### src/rtl/ps_serializer_param.sv
// Parameterised parallel-to-serial shifter with valid/ready input and registered serial output.
// Optional even-parity trailer bit when the macro SER_PARITY_EN is defined.
module ps_serializer_param #(
    parameter int   WIDTH     = 10,
    parameter bit   LSB_FIRST = 1'b1,
    parameter logic IDLE_BIT  = 1'b1
) (
    input  logic             CLOCK,
    input  logic             RESET,
    input  logic [WIDTH-1:0] D,
    input  logic             D_VALID,
    output logic             D_READY,
    output logic             OS,
    output logic             OS_VALID,
    output logic             FRAME_START,
    output logic             BUSY
);

`ifdef SER_PARITY_EN
    localparam int FL = WIDTH + 1;
`else
    localparam int FL = WIDTH;
`endif
    localparam int CW = $clog2(FL + 1);
    localparam logic [CW-1:0] CNT_LAST = CW'(FL - 1);

    typedef enum logic {ST_IDLE, ST_SHIFT} state_t;

    state_t           state_q, state_d;
    logic [WIDTH-1:0] sr_q, sr_d, sr_shift;
    logic [CW-1:0]    cnt_q, cnt_d;
    logic             os_q, os_d;
    logic             os_valid_q, os_valid_d;
    logic             fs_q, fs_d;
    logic             first_bit, next_bit;
    logic             last, load;
`ifdef SER_PARITY_EN
    logic             par_q, par_d;
`endif

    // next_bit is the bit that follows the one currently on OS, taken before the shift.
    generate
        if (LSB_FIRST) begin : g_lsb
            assign first_bit = D[0];
            assign next_bit  = sr_q[1];
            assign sr_shift  = {IDLE_BIT, sr_q[WIDTH-1:1]};
        end else begin : g_msb
            assign first_bit = D[WIDTH-1];
            assign next_bit  = sr_q[WIDTH-2];
            assign sr_shift  = {sr_q[WIDTH-2:0], IDLE_BIT};
        end
    endgenerate

    assign last    = (state_q == ST_SHIFT) && (cnt_q == CNT_LAST);
    assign D_READY = !RESET && ((state_q == ST_IDLE) || last);
    assign load    = D_VALID && D_READY;

    always_comb begin
        state_d    = state_q;
        sr_d       = sr_q;
        cnt_d      = cnt_q;
        os_d       = os_q;
        os_valid_d = os_valid_q;
        fs_d       = fs_q;
`ifdef SER_PARITY_EN
        par_d      = par_q;
`endif
        if (load) begin
            state_d    = ST_SHIFT;
            sr_d       = D;
            cnt_d      = '0;
            os_d       = first_bit;
            os_valid_d = 1'b1;
            fs_d       = 1'b1;
`ifdef SER_PARITY_EN
            par_d      = ^D;
`endif
        end else if (last) begin
            state_d    = ST_IDLE;
            cnt_d      = '0;
            os_d       = IDLE_BIT;
            os_valid_d = 1'b0;
            fs_d       = 1'b0;
        end else if (state_q == ST_SHIFT) begin
            sr_d  = sr_shift;
            cnt_d = cnt_q + CW'(1);
            fs_d  = 1'b0;
            os_d  = next_bit;
`ifdef SER_PARITY_EN
            if (cnt_q == CW'(WIDTH - 1)) begin
                os_d = par_q;
            end
`endif
        end else begin
            os_d       = IDLE_BIT;
            os_valid_d = 1'b0;
            fs_d       = 1'b0;
        end
    end

    always_ff @(posedge CLOCK) begin
        if (RESET) begin
            state_q    <= ST_IDLE;
            sr_q       <= '0;
            cnt_q      <= '0;
            os_q       <= IDLE_BIT;
            os_valid_q <= 1'b0;
            fs_q       <= 1'b0;
`ifdef SER_PARITY_EN
            par_q      <= 1'b0;
`endif
        end else begin
            state_q    <= state_d;
            sr_q       <= sr_d;
            cnt_q      <= cnt_d;
            os_q       <= os_d;
            os_valid_q <= os_valid_d;
            fs_q       <= fs_d;
`ifdef SER_PARITY_EN
            par_q      <= par_d;
`endif
        end
    end

    assign OS          = os_q;
    assign OS_VALID    = os_valid_q;
    assign FRAME_START = fs_q;
    assign BUSY        = (state_q == ST_SHIFT);

endmodule
### config.mk
export PLATFORM = sky130hd
export DESIGN_NAME = ps_serializer_param
export DESIGN_NICKNAME = d
export VERILOG_FILES = /design/src/rtl/ps_serializer_param.sv
export SDC_FILE = /design/constraint.sdc
export NUM_CORES = 1
export LEC_CHECK = 0
export ABC_CLOCK_PERIOD_IN_PS = 1400
export CAP_MARGIN = 20
export CORE_MARGIN = 3
export CORE_UTILIZATION = 46
export CTS_BUF_LIST = sky130_fd_sc_hd__clkbuf_16
export CTS_CLUSTER_DIAMETER = 100
export CTS_CLUSTER_SIZE = 8
export DETAILED_ROUTE_END_ITERATION = 8
export HOLD_SLACK_MARGIN = 0.1
export PLACE_DENSITY = 0.7
export SLEW_MARGIN = 0
export SYNTH_ARGS = -nofsm -noshare
export SYNTH_HDL_FRONTEND = slang
export SYNTH_SLANG_ARGS = --single-unit
export TNS_END_PERCENT = 5
### constraint.sdc
create_clock -name CLOCK -period 1.4 [get_ports CLOCK]
set_input_delay 0.21 -clock CLOCK [delete_from_list [all_inputs] [get_ports CLOCK]]
set_output_delay 0.21 -clock CLOCK [all_outputs]
set_load 0.01 [all_outputs]
==> impl_summary.md, run 1 <==
Route
After the first detailed-routing iteration, the DRC count stood at 5. The final layout contains routed wiring with a total length of about 1600 um. The via count is 640. The post-route antenna net violation count is 0. The first TritonRoute pass finished after 2 iterations. In the routed design, unresolved DRC markers number 0. The vias per cell is about 5.0. The wire length per cell after detailed routing is approximately 12 um.

Final layout
The antenna cell count is 0. The post-route netlist has between 30% and 40% of its cells at a drive strength greater than 1. From synthesis to final layout, the design area changed by 40.1%.

The final net count is 120. The most common library cell in the layout ignoring fill and taps is sky130_fd_sc_hd__dfxtp_1. In the layout the commonest cells are sky130_fd_sc_hd__dfxtp_1 (16), sky130_fd_sc_hd__clkdlybuf4s50_1 (15), sky130_fd_sc_hd__buf_4 (11).

Logic synthesis
After synthesis, the cell types taking the most area are sky130_fd_sc_hd__dfxtp_1 (39%), sky130_fd_sc_hd__a211oi_2 (12%), sky130_fd_sc_hd__mux2i_1 (12%). Dividing the synthesized area by the synthesized cell count gives between 10 and 15 sq um. In this run the cell area of the synthesized design comes to slightly below 900 sq um. In this run, synthesis inferred 0 flip-flops with an integrated enable. The synthesized design contains 17 register bits. Synthesis handed over a netlist of 76 instances. The net count after synthesis is between 90 and 100. For this run, the leading register cell type out of synthesis is sky130_fd_sc_hd__dfxtp_1. The post-synthesis sequential area ratio is between 30% and 40%.

The biggest area consumer among synthesized cells is sky130_fd_sc_hd__dfxtp_1. During synthesis, Yosys emitted a total of 0 warnings. Counting flops with an async set or reset pin after synthesis yields a share of 0%. The number of different library cells used by synthesis comes to 23. The fraction of synthesized cell area taken by the top area cell type is between 30 and 40%.

Worst setup path
The startpoint of the worst-slack reg-to-reg timing path is cnt_q[1]. The worst setup path is captured at a primary output. Measured in cells, the most critical reg-to-reg path has a length of 6.

For the worst setup path, the data arrival time is 1.13 ns. For flop-to-flop paths, the worst setup slack is 0.16 ns. In this run the worst path has a maximum fanout of 2. The endpoint of the lowest-slack register-to-register path is cnt_q[1].

The setup path with the least slack is of type reg -> out. The endpoint required time on the critical path is about 1.2 ns. The worst setup path is launched from a flip-flop.

Status
The flow ran to the end, and the final reports show no timing, DRC or antenna violations.

Timing
In this run the tightest slew margin relative to its limit is 83.8%. For the pin with the worst max-slew slack, the measured transition is about 0.24 ns. The number of max-slew violations in the final report is 0. Setup violations remaining at the end of the flow were counted as 0. The post-route minimum period is 1.34 ns.

The hold violation total from the final report was 0. After layout, the worst path uses approximately 96% of the clock period. The setup TNS is 0 ns. On the final layout, the worst clock skew is between 0.0007 and 0.0008 ns. In the post-route analysis, the smallest setup slack over all paths is ~0.059 ns.

The worst hold slack is approximately 0.50 ns. Derived from the worst setup path, the maximum achievable clock frequency is about 750 MHz.

CTS
The clock root buffer master is sky130_fd_sc_hd__clkbuf_16. The post-CTS resize count is 7. TritonCTS built the clock tree.

In this run the number of H-tree levels came out at 1. The total number of clock tree sinks is 17. The deepest clock path buffer count is 2. In this run the post-CTS setup repair buffer count came out at 0. The latest clock arrival within the worst-skew pair is around 0.24 ns.

After clock tree synthesis, the clock-pin slew on the worst setup and hold paths is ~0.050 ns. The count of hold buffers inserted by post-cts repair is 0. The CTS buffer count is 3.

Global routing
The number of antenna violations at the first check in global routing is 0. The total global routing track utilization is approximately 14%. The pin count of the biggest net entering global routing is 14.

The number of global-route vias before repair was ~650. Global routing finished with a remaining overflow of 0. The first global-routing pass estimated ~2800 um of wire.

Placed design
The HPWL after detailed placement is 1130 um. Prior to clock tree synthesis, the placed netlist has a worst setup slack of -0.166 ns. The count of input and output buffers is 17. The placer's final routability congestion estimate is around 0.71.

Worst hold path
The cell depth of the worst min-delay path is 1. The class of the worst hold path is reg -> reg. The launch point of the worst hold path is OS_VALID. The capture endpoint of the worst hold path is OS_VALID.

Floorplan
The die height is 49.4 um. The placement row count is 15. The core area is ~0.0017 sq mm. The full die area is between 0.002 and 0.0025 sq mm. From left edge to right edge, the die measures 49.4 um.

Once the floorplan was initialized, standard cells occupied around 50% of the core. The I/O pin total is 18.

Power
The worst supply voltage drop on vdd is roughly 0.00073 V. In this run the power density over the cells is ~1100 mW/mm^2. The standby leakage power is 0.527 nW.

Job
The count of maximum capacitance violations is 0.
[through the flow]
step / total power [mW] / area, sq um / util [%] / cells
after floorplan: 0.681 / 865 / - / 76
after global placement: 0.769 / 1120 / 64.2 / 125
after detailed placement: 0.772 / 1120 / 64.2 / 125
after CTS: 1.33 / 1200 / 68.5 / 129
after global routing: 1.37 / 1210 / 69.4 / 129
final: 1.31 / 1210 / 69.4 / 129
[Yosys cell counts, drive strengths merged, types with 2 or more instances]
cell     n
dfxtp   17
mux2i   10
a211oi   9
nor3     8
nor2     7
a21oi    4
buf      4
ha       2
inv      2
nand2    2
nand2b   2
xor2     2
[kinds of logic after synthesis]
family,share of synthesized area [%]
adder cells (fa/ha/maj),2.89
flip-flops,39.4
buffers and inverters,6.22
AO/OA/AOI/OAI,17.4
multiplexers,11.6
AND/OR/NAND/NOR,19.5
XOR/XNOR,3.04
[area by class of cell]
cell class / count / area [sq um]
clock inverter: 1 / 3.75
clock buffer: 3 / 75.1
multi-input combinational: 52 / 488
inverter: 3 / 25.0
sequential: 17 / 342
fill: 151 / 534
tap: 25 / 31.3
timing repair buffer: 28 / 246
[critical path: stages, from the launching register on]
cell	delay, ns
sky130_fd_sc_hd__dfxtp_1	0.37
sky130_fd_sc_hd__ha_4	0.16
sky130_fd_sc_hd__nand3b_4	0.08
sky130_fd_sc_hd__a21oi_2	0.14
sky130_fd_sc_hd__buf_2	0.14
[flip-flops by register name (all words and copies together), names as in the netlist]
register / cells
cnt_q: 4
FRAME_START: 1
sr_q: 9
OS: 1
BUSY: 1
OS_VALID: 1
[power by group]
group | switching [mW] | internal, mW
clock network | 0.170 | 0.378
registers | 0.0229 | 0.521
logic | 0.0928 | 0.128
[routing by layer]
metal  share of wire [%]  global-route usage (%)
met1                  47                    17.3
met2                  48                    24.1
met3                 4.9                    3.67
met4                   0                    5.69
met5                   0                       0
[how the worst max path moves through the flow]
stage | endpoint | cells past startpoint | from
4_1_cts | D_READY | 5 | cnt_q[1]
3_5_place_dp | D_READY | 3 | RESET
3_3_place_gp | D_READY | 3 | RESET
5_1_grt | D_READY | 4 | cnt_q[0]
2_1_floorplan | sr_q[1] | 6 | cnt_q[1]
6_report | D_READY | 4 | cnt_q[0]
Power figures use the tool's default switching activity.
==> run 2: changes to the inputs <==
--- a/config.mk
+++ b/config.mk
@@ -6,7 +6,7 @@
 export NUM_CORES = 1
 export LEC_CHECK = 0
 export ABC_CLOCK_PERIOD_IN_PS = 1400
-export CAP_MARGIN = 20
+export CAP_MARGIN = 10
 export CORE_MARGIN = 3
 export CORE_UTILIZATION = 46
 export CTS_BUF_LIST = sky130_fd_sc_hd__clkbuf_16
==> results of run 2 <==
Same layout as run 1: the final DEF is identical, and so are final timing and power.
